==> src/rtl/hpdmc_refresh_sched.sv <==
// Auto-refresh scheduler: interval timer, refresh debt counter, PRECHARGE ALL + AUTO REFRESH sequencer.
// Latency: grant seen in cycle N -> PRECHARGE in N+1, REFRESH in N+1+tRP, ref_done in N+1+tRP+tRFC.
// Backpressure: refreshes owed while no grant accumulate as debt; once started a sequence ignores grant.
// Config macro HPDMC_REFRESH_POSTPONE_EN: when defined debt saturates at MAX_DEBT, else at 1.
module hpdmc_refresh_sched #(
  parameter int unsigned MAX_DEBT    = 8,
  parameter int unsigned URGENT_DEBT = 6
) (
  input  logic        sys_clk,
  input  logic        sys_rst_n,
  input  logic        sdram_rst,
  input  logic [10:0] tim_refi,
  input  logic [2:0]  tim_rp,
  input  logic [3:0]  tim_rfc,
  output logic        ref_req,
  output logic        ref_urgent,
  input  logic        ref_grant,
  output logic        ref_busy,
  output logic        ref_done,
  output logic        ref_cs_n,
  output logic        ref_ras_n,
  output logic        ref_cas_n,
  output logic        ref_we_n,
  output logic        ref_a10,
  output logic [3:0]  ref_debt,
  output logic        ref_overflow
);

`ifdef HPDMC_REFRESH_POSTPONE_EN
  localparam bit POSTPONE = 1'b1;
`else
  localparam bit POSTPONE = 1'b0;
`endif

  // Without postponement only a single owed refresh can be held.
  localparam logic [3:0] DEBT_MAX   = POSTPONE ? 4'(MAX_DEBT) : 4'd1;
  localparam logic [3:0] URGENT_LVL = 4'(URGENT_DEBT);

  typedef enum logic [2:0] {
    S_IDLE,
    S_PRE,
    S_WAIT_RP,
    S_REF,
    S_WAIT_RFC,
    S_DONE
  } state_t;

  state_t      state_q, state_d;
  logic [10:0] refi_cnt_q, refi_cnt_d;
  logic [3:0]  debt_q, debt_d;
  logic        ovf_q, ovf_d;
  logic        req_q, req_d;
  logic        urgent_q, urgent_d;
  logic        busy_q, busy_d;
  logic        done_q, done_d;
  logic        cs_n_q, cs_n_d;
  logic        ras_n_q, ras_n_d;
  logic        cas_n_q, cas_n_d;
  logic        we_n_q, we_n_d;
  logic        a10_q, a10_d;
  logic [2:0]  rp_q, rp_d;
  logic [3:0]  rfc_q, rfc_d;
  logic [3:0]  wait_q, wait_d;
  logic        tick;

  // Interval counter: counts tim_refi down to 0, ticks at 0 and reloads (tim_refi=0 ticks every cycle).
  always_comb begin
    tick       = !sdram_rst && (refi_cnt_q == 11'd0);
    refi_cnt_d = refi_cnt_q - 11'd1;
    if (sdram_rst || tick) begin
      refi_cnt_d = tim_refi;
    end
  end

  // Debt bookkeeping: tick adds, ref_done removes, both together cancel; saturation flags overflow.
  always_comb begin
    debt_d = debt_q;
    ovf_d  = ovf_q;
    if (sdram_rst) begin
      debt_d = 4'd0;
      ovf_d  = 1'b0;
    end else begin
      if (tick && (debt_q >= DEBT_MAX)) begin
        ovf_d = 1'b1;
      end
      if (tick && !done_q && (debt_q < DEBT_MAX)) begin
        debt_d = debt_q + 4'd1;
      end else if (done_q && !tick && (debt_q != 4'd0)) begin
        debt_d = debt_q - 4'd1;
      end
    end
    req_d    = (debt_d != 4'd0);
    urgent_d = POSTPONE ? (debt_d >= URGENT_LVL) : req_d;
  end

  // Sequencer next state; wait counters hold remaining NOP cycles minus one.
  always_comb begin
    state_d = state_q;
    rp_d    = rp_q;
    rfc_d   = rfc_q;
    wait_d  = wait_q;
    case (state_q)
      S_IDLE: begin
        if (req_q && ref_grant) begin
          state_d = S_PRE;
          rp_d    = (tim_rp == 3'd0) ? 3'd1 : tim_rp;
          rfc_d   = (tim_rfc == 4'd0) ? 4'd1 : tim_rfc;
        end
      end
      S_PRE: begin
        if (rp_q == 3'd1) begin
          state_d = S_REF;
        end else begin
          state_d = S_WAIT_RP;
          wait_d  = {1'b0, rp_q} - 4'd2;
        end
      end
      S_WAIT_RP: begin
        if (wait_q == 4'd0) begin
          state_d = S_REF;
        end else begin
          wait_d = wait_q - 4'd1;
        end
      end
      S_REF: begin
        if (rfc_q == 4'd1) begin
          state_d = S_DONE;
        end else begin
          state_d = S_WAIT_RFC;
          wait_d  = rfc_q - 4'd2;
        end
      end
      S_WAIT_RFC: begin
        if (wait_q == 4'd0) begin
          state_d = S_DONE;
        end else begin
          wait_d = wait_q - 4'd1;
        end
      end
      S_DONE:  state_d = S_IDLE;
      default: state_d = S_IDLE;
    endcase
    if (sdram_rst) begin
      state_d = S_IDLE;
    end
  end

  // Outputs are decoded from the next state so that they appear registered in the state they belong to.
  always_comb begin
    busy_d  = (state_d != S_IDLE);
    done_d  = (state_d == S_DONE);
    cs_n_d  = 1'b1;
    ras_n_d = 1'b1;
    cas_n_d = 1'b1;
    we_n_d  = 1'b1;
    a10_d   = 1'b0;
    if (state_d == S_PRE) begin
      cs_n_d  = 1'b0;
      ras_n_d = 1'b0;
      we_n_d  = 1'b0;
      a10_d   = 1'b1;
    end else if (state_d == S_REF) begin
      cs_n_d  = 1'b0;
      ras_n_d = 1'b0;
      cas_n_d = 1'b0;
    end
  end

  // All state and outputs registered, synchronous active-low reset.
  always_ff @(posedge sys_clk) begin
    if (!sys_rst_n) begin
      state_q    <= S_IDLE;
      refi_cnt_q <= tim_refi;
      debt_q     <= 4'd0;
      ovf_q      <= 1'b0;
      req_q      <= 1'b0;
      urgent_q   <= 1'b0;
      busy_q     <= 1'b0;
      done_q     <= 1'b0;
      cs_n_q     <= 1'b1;
      ras_n_q    <= 1'b1;
      cas_n_q    <= 1'b1;
      we_n_q     <= 1'b1;
      a10_q      <= 1'b0;
      rp_q       <= 3'd1;
      rfc_q      <= 4'd1;
      wait_q     <= 4'd0;
    end else begin
      state_q    <= state_d;
      refi_cnt_q <= refi_cnt_d;
      debt_q     <= debt_d;
      ovf_q      <= ovf_d;
      req_q      <= req_d;
      urgent_q   <= urgent_d;
      busy_q     <= busy_d;
      done_q     <= done_d;
      cs_n_q     <= cs_n_d;
      ras_n_q    <= ras_n_d;
      cas_n_q    <= cas_n_d;
      we_n_q     <= we_n_d;
      a10_q      <= a10_d;
      rp_q       <= rp_d;
      rfc_q      <= rfc_d;
      wait_q     <= wait_d;
    end
  end

  assign ref_req      = req_q;
  assign ref_urgent   = urgent_q;
  assign ref_busy     = busy_q;
  assign ref_done     = done_q;
  assign ref_cs_n     = cs_n_q;
  assign ref_ras_n    = ras_n_q;
  assign ref_cas_n    = cas_n_q;
  assign ref_we_n     = we_n_q;
  assign ref_a10      = a10_q;
  assign ref_debt     = debt_q;
  assign ref_overflow = ovf_q;

endmodule

==> config.mk <==
export PLATFORM = sky130hd
export DESIGN_NAME = hpdmc_refresh_sched
export DESIGN_NICKNAME = d
export VERILOG_FILES = /design/src/rtl/hpdmc_refresh_sched.sv
export SDC_FILE = /design/constraint.sdc
export NUM_CORES = 1
export LEC_CHECK = 0
export ABC_CLOCK_PERIOD_IN_PS = 2700
export BUFFER_PORTS_ARGS = -buffer_cell sky130_fd_sc_hd__buf_2
export CAP_MARGIN = 20
export CORE_UTILIZATION = 50
export DETAILED_ROUTE_END_ITERATION = 16
export PLACE_DENSITY = 0.81
export SYNTH_ARGS = -nofsm -noshare
export SYNTH_HDL_FRONTEND = slang
export SYNTH_SLANG_ARGS = --single-unit
export TNS_END_PERCENT = 10
==> constraint.sdc <==
create_clock -name sys_clk -period 2.7 [get_ports sys_clk]
set_input_delay 0.135 -clock sys_clk [delete_from_list [all_inputs] [get_ports sys_clk]]
set_output_delay 0.135 -clock sys_clk [all_outputs]
set_load 0.005 [all_outputs]
==> flow_summary.yaml, run 1 <==
route:
  vias: 1523
  first_pass_iters: 4
  drc: 0
  routed_wirelength_mm: 3.54
  dr.first_iter.drc_count: 64
  antenna_left: 0
  routed_via_density: 5.25
  post_drt_wl_per_cell_um: 12.2
placed_design:
  hpwl_mm: 2.74
  place_inst: 283
  gp_congestion: 0.833
  io_buffers: 35
min_path:
  hp-start: "tim_refi[8]"
  hold_end: "refi_cnt_q[8]"
  hold_class: "in -> reg"
  min_path_cells: 3
floorplanning:
  core-area_sq_mm: 0.00347
  start_util_pct: 54.6
  chipWidth_um: 63.5
  pin_count: 36
  rows: 21
  die_height_um: 63.5
  die_area_sq_mm: 0.00404
synth:
  syn-cell-area_sq_mm: 0.00189
  synthDistinctLibCells: 50
  synth_top_family_by_area: "simple AND/OR/NAND/NOR gates"
  syn_nets: 242
  ys_seq_elements: 37
  yosysWarnings: 0
  synthAdderAreaFrac_pct: 5.95
  ys.flop_type: "dfxtp_1"
  synth_cells: 211
  synth_compound_area_share_pct: 13.3
  synthXorXnorAreaFrac_pct: 6.48
  syn-mean-instance-area_sq_um: 8.97
  seq_area_frac_synth_pct: 39.1
  synth-simple-area-share_pct: 23.9
  synth_async_sr_flop_share_pct: 0
  synth_edf_count: 0
  muxShareOfSynthArea_pct: 5.88
timing:
  report.final.slew_viol_count: 0
  fin_tns_setup_ns: 0
  hold_slack_ns: 0.0890
  fmax_ghz: 0.490
  tightest_slew_ns: 0.643
  finalHoldViolCount: 0
  rsz0062_at_grt: "no"
  slew_headroom_pct: 57.1
  layout_min_cycle_time_ns: 2.04
  finalCritPeriodShare_pct: 75.5
  fin_skew_ns: 0.00363
  setup_viol: 0
critical_path:
  reg2reg_depth: 6
  reg2reg_slack_ns: 0.66
  cp-end-kind: "register"
  arrival_ns: 2.21
  rr_startpoint: "refi_cnt_q[0]"
  worstPathRequired_ns: 2.87
  critPathMaxFanout: 19
  r2r_end: "refi_cnt_q[0]"
  criticalPathCategory: "reg -> reg"
  worstSetupStartpointType: "register"
cells_and_area:
  final_nets: 275
  diodes: 0
  drive_gt1_share_pct: 21.3
  n_fill_cell: 314
  syn_to_final_growth_pct: 14.5
  final_cell_mix: "37 x dfxtp_1, 35 x buf_2, 27 x nor2_1, 14 x a21oi_1, 13 x nand2_1"
  final_cell_count_no_fill: 290
  layout_commonest_cell: "dfxtp_1"
  final_util_pct: 62.5
  multi_input_area_sq_mm: 0.00105
  ff_latch_area_sq_um: 741
cts:
  cts.path.max_buffers: 2
  clock-sinks: 37
  tritoncts: "done"
  ctsResizeCount: 0
  clk_pin_slew_ns: 0.07
  cts_buffers: 5
  cts_setup_buffers: 0
  root_buffer: "clkbuf_8"
  insertion_delay_ns: 0.28
  cts.hold.buffers_added: 0
  htreeDepth: 2
grt:
  grt_pass1_vias: 1395
  grt_overflow: 0
  grt_max_degree: 20
  grt_pass1_wl_mm: 6.07
  antenna_found_initial: 0
  grt_use_total_pct: 19.5
power:
  power_density_mw_per_mm2: 475
  power.leakage_nw: 0.942
  vdd_drop_max_mv: 0.383
run_status:
  outcome: "completed"
job:
  maxCapViolCount: 0
[worst max-delay path: stages (launching register included)]
cell	delay, ns
dfxtp_1	0.34
inv_1	0.07
ha_1	0.19
nor4b_1	0.16
and3_1	0.25
nor2_2	0.52
mux2_2	0.40
[kinds of logic (layout without fill, tap and decap cells)]
| group | after synthesis | in the layout |
|---|---|---|
| AND/OR/NAND/NOR | 81 | 81 |
| AO/OA/AOI/OAI | 37 | 37 |
| flip-flops | 37 | 37 |
| buffers and inverters | 22 | 55 |
| XOR/XNOR | 14 | 14 |
| multiplexers | 11 | 11 |
| adder cells (fa/ha/maj) | 9 | 9 |
[flip-flops by register name, indices dropped and copies added, names as in the netlist]
name / flops
ref_we_n: 1
ref_done: 1
refi_cnt_q: 11
ref_ras_n: 1
ref_urgent: 1
ref_busy: 1
ref_overflow: 1
wait_q: 4
ref_cas_n: 1
state_q: 3
ref_debt: 4
ref_a10: 1
rp_q: 3
rfc_q: 4
[final cells by class]
class	count	share of cell area [%]
flip-flops and latches	37	34.2
multi-input cells	152	48.5
well taps	46	2.66
inverters	11	1.91
clock buffers	7	3.98
repair buffers	37	8.78
[routing by layer]
metal | vias to the layer above | routed length, um | global-route usage [%]
li1 | 803 | - | -
met2 | 31 | 1570 | 30.9
met4 | 0 | 45 | 7.95
met5 | - | 0 | 0
met1 | 685 | 1800 | 25.1
met3 | 4 | 122 | 4.89
[worst max-delay path by stage]
stage	from	to	slack, ns	cells past startpoint
2_1_floorplan	state_q[1]	ref_we_n	0.91	6
3_5_place_dp	refi_cnt_q[0]	refi_cnt_q[0]	0.68	6
6_report	refi_cnt_q[0]	refi_cnt_q[0]	0.66	6
4_1_cts	refi_cnt_q[0]	refi_cnt_q[0]	0.67	6
3_3_place_gp	refi_cnt_q[0]	refi_cnt_q[0]	0.71	6
5_1_grt	refi_cnt_q[0]	refi_cnt_q[0]	0.52	6
[where the power goes]
group | internal (mW) | total [mW] | switching, mW | leakage (nW)
sequential | 0.561 | 0.577 | 0.0153 | 0.302
combinational | 0.0356 | 0.0708 | 0.0352 | 0.595
clock | 0.202 | 0.381 | 0.179 | 0.0443
total | 0.799 | 1.03 | 0.229 | 0.942
[cells in the mapped netlist (3+ instances only)]
library cell  count  area (sq um)
nor2_1           27           101
o21ai_0           4          20.0
mux2i_1          10           100
nor2b_1           5          31.3
xnor2_1          10          87.6
nand3_1           3          15.0
o31ai_1           3          22.5
buf_2             3          15.0
ha_1              9           113
dfxtp_1          37           741
nor3b_1           4          30.0
nand2_1          13          48.8
clkbuf_1          5          18.8
xor2_1            4          35.0
nor3_1            6          30.0
inv_1            11          41.3
a21oi_1          14          70.1
[metrics by stage]
stage	worst slack, ns	area [sq um]	total power, mW
global route	0.520	2170	1.08
floorplan	0.912	1890	0.631
detailed placement	0.678	2080	0.660
global placement	0.707	2080	0.658
CTS	0.665	2170	1.04
finish	0.661	2170	1.03
Power figures use the tool's default switching activity.
==> run 2, diff against run 1 <==
- ABC_CLOCK_PERIOD_IN_PS: 2700 -> 1900
- clock period: 2.7 -> 1.9 ns (I/O delays scaled with it)
==> run 2 against run 1 <==
  * Via count is 7.7% higher
  * Maximum frequency is 9.9% higher
  * Power is 51% higher
  * Final cell count is 5.9% higher
  * Register-to-register slack worse by 0.62 ns
  * Sequential power is 42% higher
==> flow_summary.yaml, run 2 (synthesis results as in run 1) <==
route:
  drc: 0
  first_pass_iters: 4
  post_drt_wl_per_cell_um: 12.8
  routed_via_density: 5.35
  routed_wirelength_mm: 3.93
  antenna_left: 0
  vias: 1641
  dr.first_iter.drc_count: 64
placed_design:
  place_inst: 299
  io_buffers: 35
  hpwl_mm: 2.84
  gp_congestion: 0.842
job:
  maxCapViolCount: 0
floorplanning:
  rows: 21
  pin_count: 36
  core-area_sq_mm: 0.00347
  chipWidth_um: 63.5
  die_height_um: 63.5
  start_util_pct: 54.6
  die_area_sq_mm: 0.00404
cells_and_area:
  final_cell_mix: "37 x dfxtp_1, 35 x buf_2, 27 x nor2_1, 18 x buf_4, 14 x a21oi_1"
  regMostFlops: "refi_cnt_q"
  syn_to_final_growth_pct: 24.1
  largest_reg_flops: 11
  drive_gt1_share_pct: 28.0
  diodes: 0
  final_nets: 291
  final_cell_count_no_fill: 307
  layout_commonest_cell: "dfxtp_1"
critical_path:
  reg2reg_depth: 5
  critPathMaxFanout: 4
  cp-end-kind: "register"
  arrival_ns: 2.03
  max_stage_delay_ns: 0.56
  worstPathRequired_ns: 2.08
  slowest_stage: "or4b_4"
  worstSetupStartpointType: "register"
  crit_chain: "or4b_4, nor3b_4, a211oi_1, and2_4, or3_1"
  criticalPathCategory: "reg -> reg"
timing:
  fin_tns_setup_ns: 0
  finalHoldViolCount: 0
  setup_viol: 0
  slew_headroom_pct: 73.9
  report.final.slew_viol_count: 0
  layout_min_cycle_time_ns: 1.86
  finalCritPeriodShare_pct: 97.7
  fmax_ghz: 0.539
  fin_skew_ns: 0.00507
  tightest_slew_ns: 0.390
power:
  p_int_mw: 1.19
  power_density_mw_per_mm2: 660
  switching_power_mw: 0.358
  power.leakage_nw: 1.05
  switching_share_pct: 23.1
  p_comb_share_pct: 8.0
  clock_power_share_pct: 39.1
  p_seq_share_pct: 52.9
  vdd_drop_max_mv: 0.332
  total_power_mw: 1.55
cts:
  htreeDepth: 2
  clock-sinks: 37
  cts.hold.buffers_added: 0
  root_buffer: "clkbuf_8"
  tritoncts: "done"
  clk_pin_slew_ns: 0.07
  insertion_delay_ns: 0.29
  cts.path.max_buffers: 2
  cts_buffers: 5
grt:
  grt_overflow: 0
  grt_pass1_vias: 1551
  grt_pass1_wl_mm: 6.56
  grt_max_degree: 20
  grt_use_total_pct: 20.6
  antenna_found_initial: 0
run_status:
  outcome: "completed"
min_path:
  hold_class: "in -> reg"
  min_path_cells: 3
-- run 2: cell count changes in the layout (fill, tap and decap cells not counted) --
cell      change
buf_4        +16
clkbuf_1      -1
clkbuf_8      +1
clkinv_2      +1
nor2_2        -1
nor2_4        +1
nor3b_1       -1
nor3b_4       +1
nor4_2        -1
nor4_4        +1
nor4b_1       -1
nor4b_4       +1
o22ai_1       -1
o22ai_2       +1
-- run 2: area by class of cell --
cell class | count | area, sq um
sequential | 37 | 741
clock inverter | 1 | 5.00
inverter | 11 | 41.3
timing repair buffer | 53 | 310
clock buffer | 7 | 96.3
fill | 296 | 1120
tap | 46 | 57.6
multi-input combinational | 152 | 1100
-- run 2: worst paths after layout --
check / start / end / slack, ns
worst max-delay path: rp_q[1] / ref_we_n / 0.04
worst min-delay path: tim_refi[6] / refi_cnt_q[6] / 0.04
worst max register to register: rp_q[1] / ref_we_n / 0.04
worst min register to register: ref_overflow / ref_overflow / 0.47
-- run 2: layer usage --
layer / up-vias / wire length [um] / track usage [%]
li1: 835 / - / -
met3: 5 / 144 / 4.17
met4: 0 / 68 / 9.66
met1: 769 / 1980 / 27.3
met2: 32 / 1740 / 31.8
met5: - / 0 / 0
-- run 2: power by group through the flow --
stage / combinational [mW] / clock [mW] / sequential [mW]
floorplan: 0.0647 / 0 / 0.832
global placement: 0.118 / 0 / 0.833
detailed placement: 0.120 / 0 / 0.834
CTS: 0.122 / 0.610 / 0.817
global route: 0.141 / 0.647 / 0.822
finish: 0.124 / 0.606 / 0.820
-- run 2: timing repair --
action,in CTS,in global routing
buffers inserted,0,0
endpoints found under the hold margin,0,0
setup endpoints to repair,1,2
gates cloned,0,0
resized for setup,2,5
-- run 2: worst max-delay path: cells and delay by family (launching register included) --
family	cells	cell delay [ns]
DFF	1	0.34
AOI/OAI and AO/OA	1	0.10
and+or+nand+nor	4	1.31
-- run 2: metrics by stage --
| step | worst slack [ns] | util [%] | instance area [sq um] | hold slack [ns] |
|---|---|---|---|---|
| floorplan | 0.112 | - | 1890 | 0.223 |
| global placement | 0.0109 | 63.5 | 2200 | 0.335 |
| detailed placement | -0.0551 | 63.5 | 2200 | 0.340 |
| CTS | 0.0683 | 66.7 | 2310 | 0.0393 |
| global route | -0.00369 | 67.7 | 2350 | 0.0511 |
| finish | 0.0445 | 67.7 | 2350 | 0.0436 |
==> run 3, diff against run 2 <==
- REMOVE_ABC_BUFFERS: not set -> 1
- SLEW_MARGIN: not set -> 30
==> run 3 against run 2 <==
  * Cell area decreased by 2.1%
  * Highest routed layer unchanged
  * Count of clock-buffer cells in the layout unchanged
  * Flip-flop and latch count unchanged
  * Routed wire length increased by 2.5%
  * Via count decreased by 0.91%
==> flow_summary.yaml, run 3 (synthesis results as in run 1) <==
route:
  first_pass_iters: 4
  routed_via_density: 5.40
  drc: 0
  post_drt_wl_per_cell_um: 13.4
  vias: 1626
  dr.first_iter.drc_count: 66
  routed_wirelength_mm: 4.03
  antenna_left: 0
cells_and_area:
  final_cell_mix: "35 x buf_2, 35 x dfxtp_1, 27 x nor2_1, 14 x a21oi_1"
  diodes: 0
  final_nets: 286
  regMostFlops: "refi_cnt_q"
  largest_reg_flops: 11
  syn_to_final_growth_pct: 21.4
  drive_gt1_share_pct: 28.6
  design_area_sq_mm: 0.00230
grt:
  grt_max_degree: 16
  antenna_found_initial: 0
  grt_pass1_wl_mm: 6.68
  grt_use_total_pct: 21.0
  grt_pass1_vias: 1560
  grt_overflow: 0
critical_path:
  crit_chain: "inv_1, ha_1, nor4b_2, nand4_1, o22ai_2, o221ai_2, a41oi_1"
  max_stage_delay_ns: 0.32
  r2r_end: "ref_urgent"
  critPathMaxFanout: 3
  worstPathRequired_ns: 2.10
  path_buf_inv: 1
  reg2reg_slack_ns: 0.03
  worstSetupStartpointType: "register"
  arrival_ns: 2.06
  cp-end-kind: "register"
  reg2reg_depth: 7
  critical-path-top-delay-family: "compound AO/OA/AOI/OAI gates"
  criticalPathCategory: "reg -> reg"
  rr_startpoint: "refi_cnt_q[0]"
  slowest_stage: "dfxtp_1"
cts:
  htreeDepth: 2
  cts.path.max_buffers: 2
  root_buffer: "clkbuf_8"
  insertion_delay_ns: 0.28
  cts_buffers: 5
  clk_pin_slew_ns: 0.07
  cts.hold.buffers_added: 0
  clock-sinks: 37
  tritoncts: "done"
floorplanning:
  pin_count: 36
  die_height_um: 63.5
  core-area_sq_mm: 0.00347
  die_area_sq_mm: 0.00404
  chipWidth_um: 63.5
  start_util_pct: 54.6
  rows: 21
timing:
  finalHoldViolCount: 0
  fmax_ghz: 0.536
  slew_headroom_pct: 72.8
  fin_skew_ns: 0.00224
  hold_slack_ns: 0.0294
  layout_min_cycle_time_ns: 1.87
  tightest_slew_ns: 0.408
  setup_viol: 0
  finalCritPeriodShare_pct: 98.2
  report.final.slew_viol_count: 0
min_path:
  hold_end: "refi_cnt_q[1]"
  min_path_cells: 3
  hp-start: "tim_refi[1]"
  hold_class: "in -> reg"
power:
  vdd_drop_max_mv: 0.574
  total_power_mw: 1.47
  power.leakage_nw: 1.01
  power_density_mw_per_mm2: 641
placed_design:
  io_buffers: 35
  gp_congestion: 0.858
  place_area_sq_mm: 0.00216
  hpwl_mm: 2.92
run_status:
  outcome: "completed"
job:
  maxCapViolCount: 0
[run 3: changes by cell type in the layout (fill, tap and decap cells not counted), moves of 2 or more]
| cell | previous run | this run |
|---|---|---|
| buf_4 | 18 | 13 |
| dfxtp_1 | 37 | 35 |
| dfxtp_2 | 0 | 2 |
| nor4b_2 | 0 | 2 |
[run 3: metrics by stage]
| step | setup TNS, ns | setup slack [ns] | cells | utilization [%] |
|---|---|---|---|---|
| 2_1_floorplan | 0 | 0.0142 | 200 | - |
| 3_3_place_gp | 0 | 0.125 | 294 | 62.4 |
| 3_5_place_dp | 0 | 0.00499 | 294 | 62.4 |
| 4_1_cts | 0 | 0.0526 | 301 | 65.0 |
| 5_1_grt | -0.117 | -0.117 | 301 | 66.3 |
| 6_report | 0 | 0.0341 | 301 | 66.3 |
[run 3: layout make-up]
type,instances,area [sq um]
Sequential cell,37,743
Timing Repair Buffer,48,273
Tap cell,46,57.6
Clock buffer,7,86.3
Multi-Input combinational cell,152,1100
Inverter,11,41.3
Fill cell,283,1170
[run 3: worst max path at each step]
stage                        from    endpoint  slack (ns)  cells after the start
detailed placement  refi_cnt_q[0]  ref_urgent       0.005                      7
floorplan              state_q[0]    ref_we_n        0.01                      5
global placement    refi_cnt_q[0]  ref_urgent        0.12                      7
global route          ref_debt[1]  ref_urgent       -0.12                      7
finish              refi_cnt_q[0]  ref_urgent        0.03                      7
CTS                       rp_q[1]    ref_we_n        0.05                      5
[run 3: layer usage]
layer / track usage [%] / share of wire, %
met1: 26.3 / 47
met2: 34.7 / 46
met3: 3.44 / 4.0
met4: 9.94 / 2.2
met5: 0 / 0
[run 3: power breakdown]
group / internal (mW) / switching (mW) / total [mW]
clock: 0.287 / 0.252 / 0.539
sequential: 0.798 / 0.0234 / 0.821
combinational: 0.0565 / 0.0552 / 0.112
total: 1.14 / 0.331 / 1.47
[run 3: what timing repair did]
| action | in CTS | in global routing |
|---|---|---|
| buffers inserted | 0 | 0 |
| pin swaps | 0 | 4 |
| endpoints found under the setup margin | 1 | 4 |
| gates resized for setup | 1 | 10 |
[run 3: worst reg2reg max path, delay by kind of cell (launching register included)]
kind | cells | cell delay [ns]
buffers and inverters | 1 | 0.11
DFF | 1 | 0.32
AOI/OAI and AO/OA | 3 | 0.63
and+or+nand+nor | 2 | 0.57
adders and majority gates | 1 | 0.16
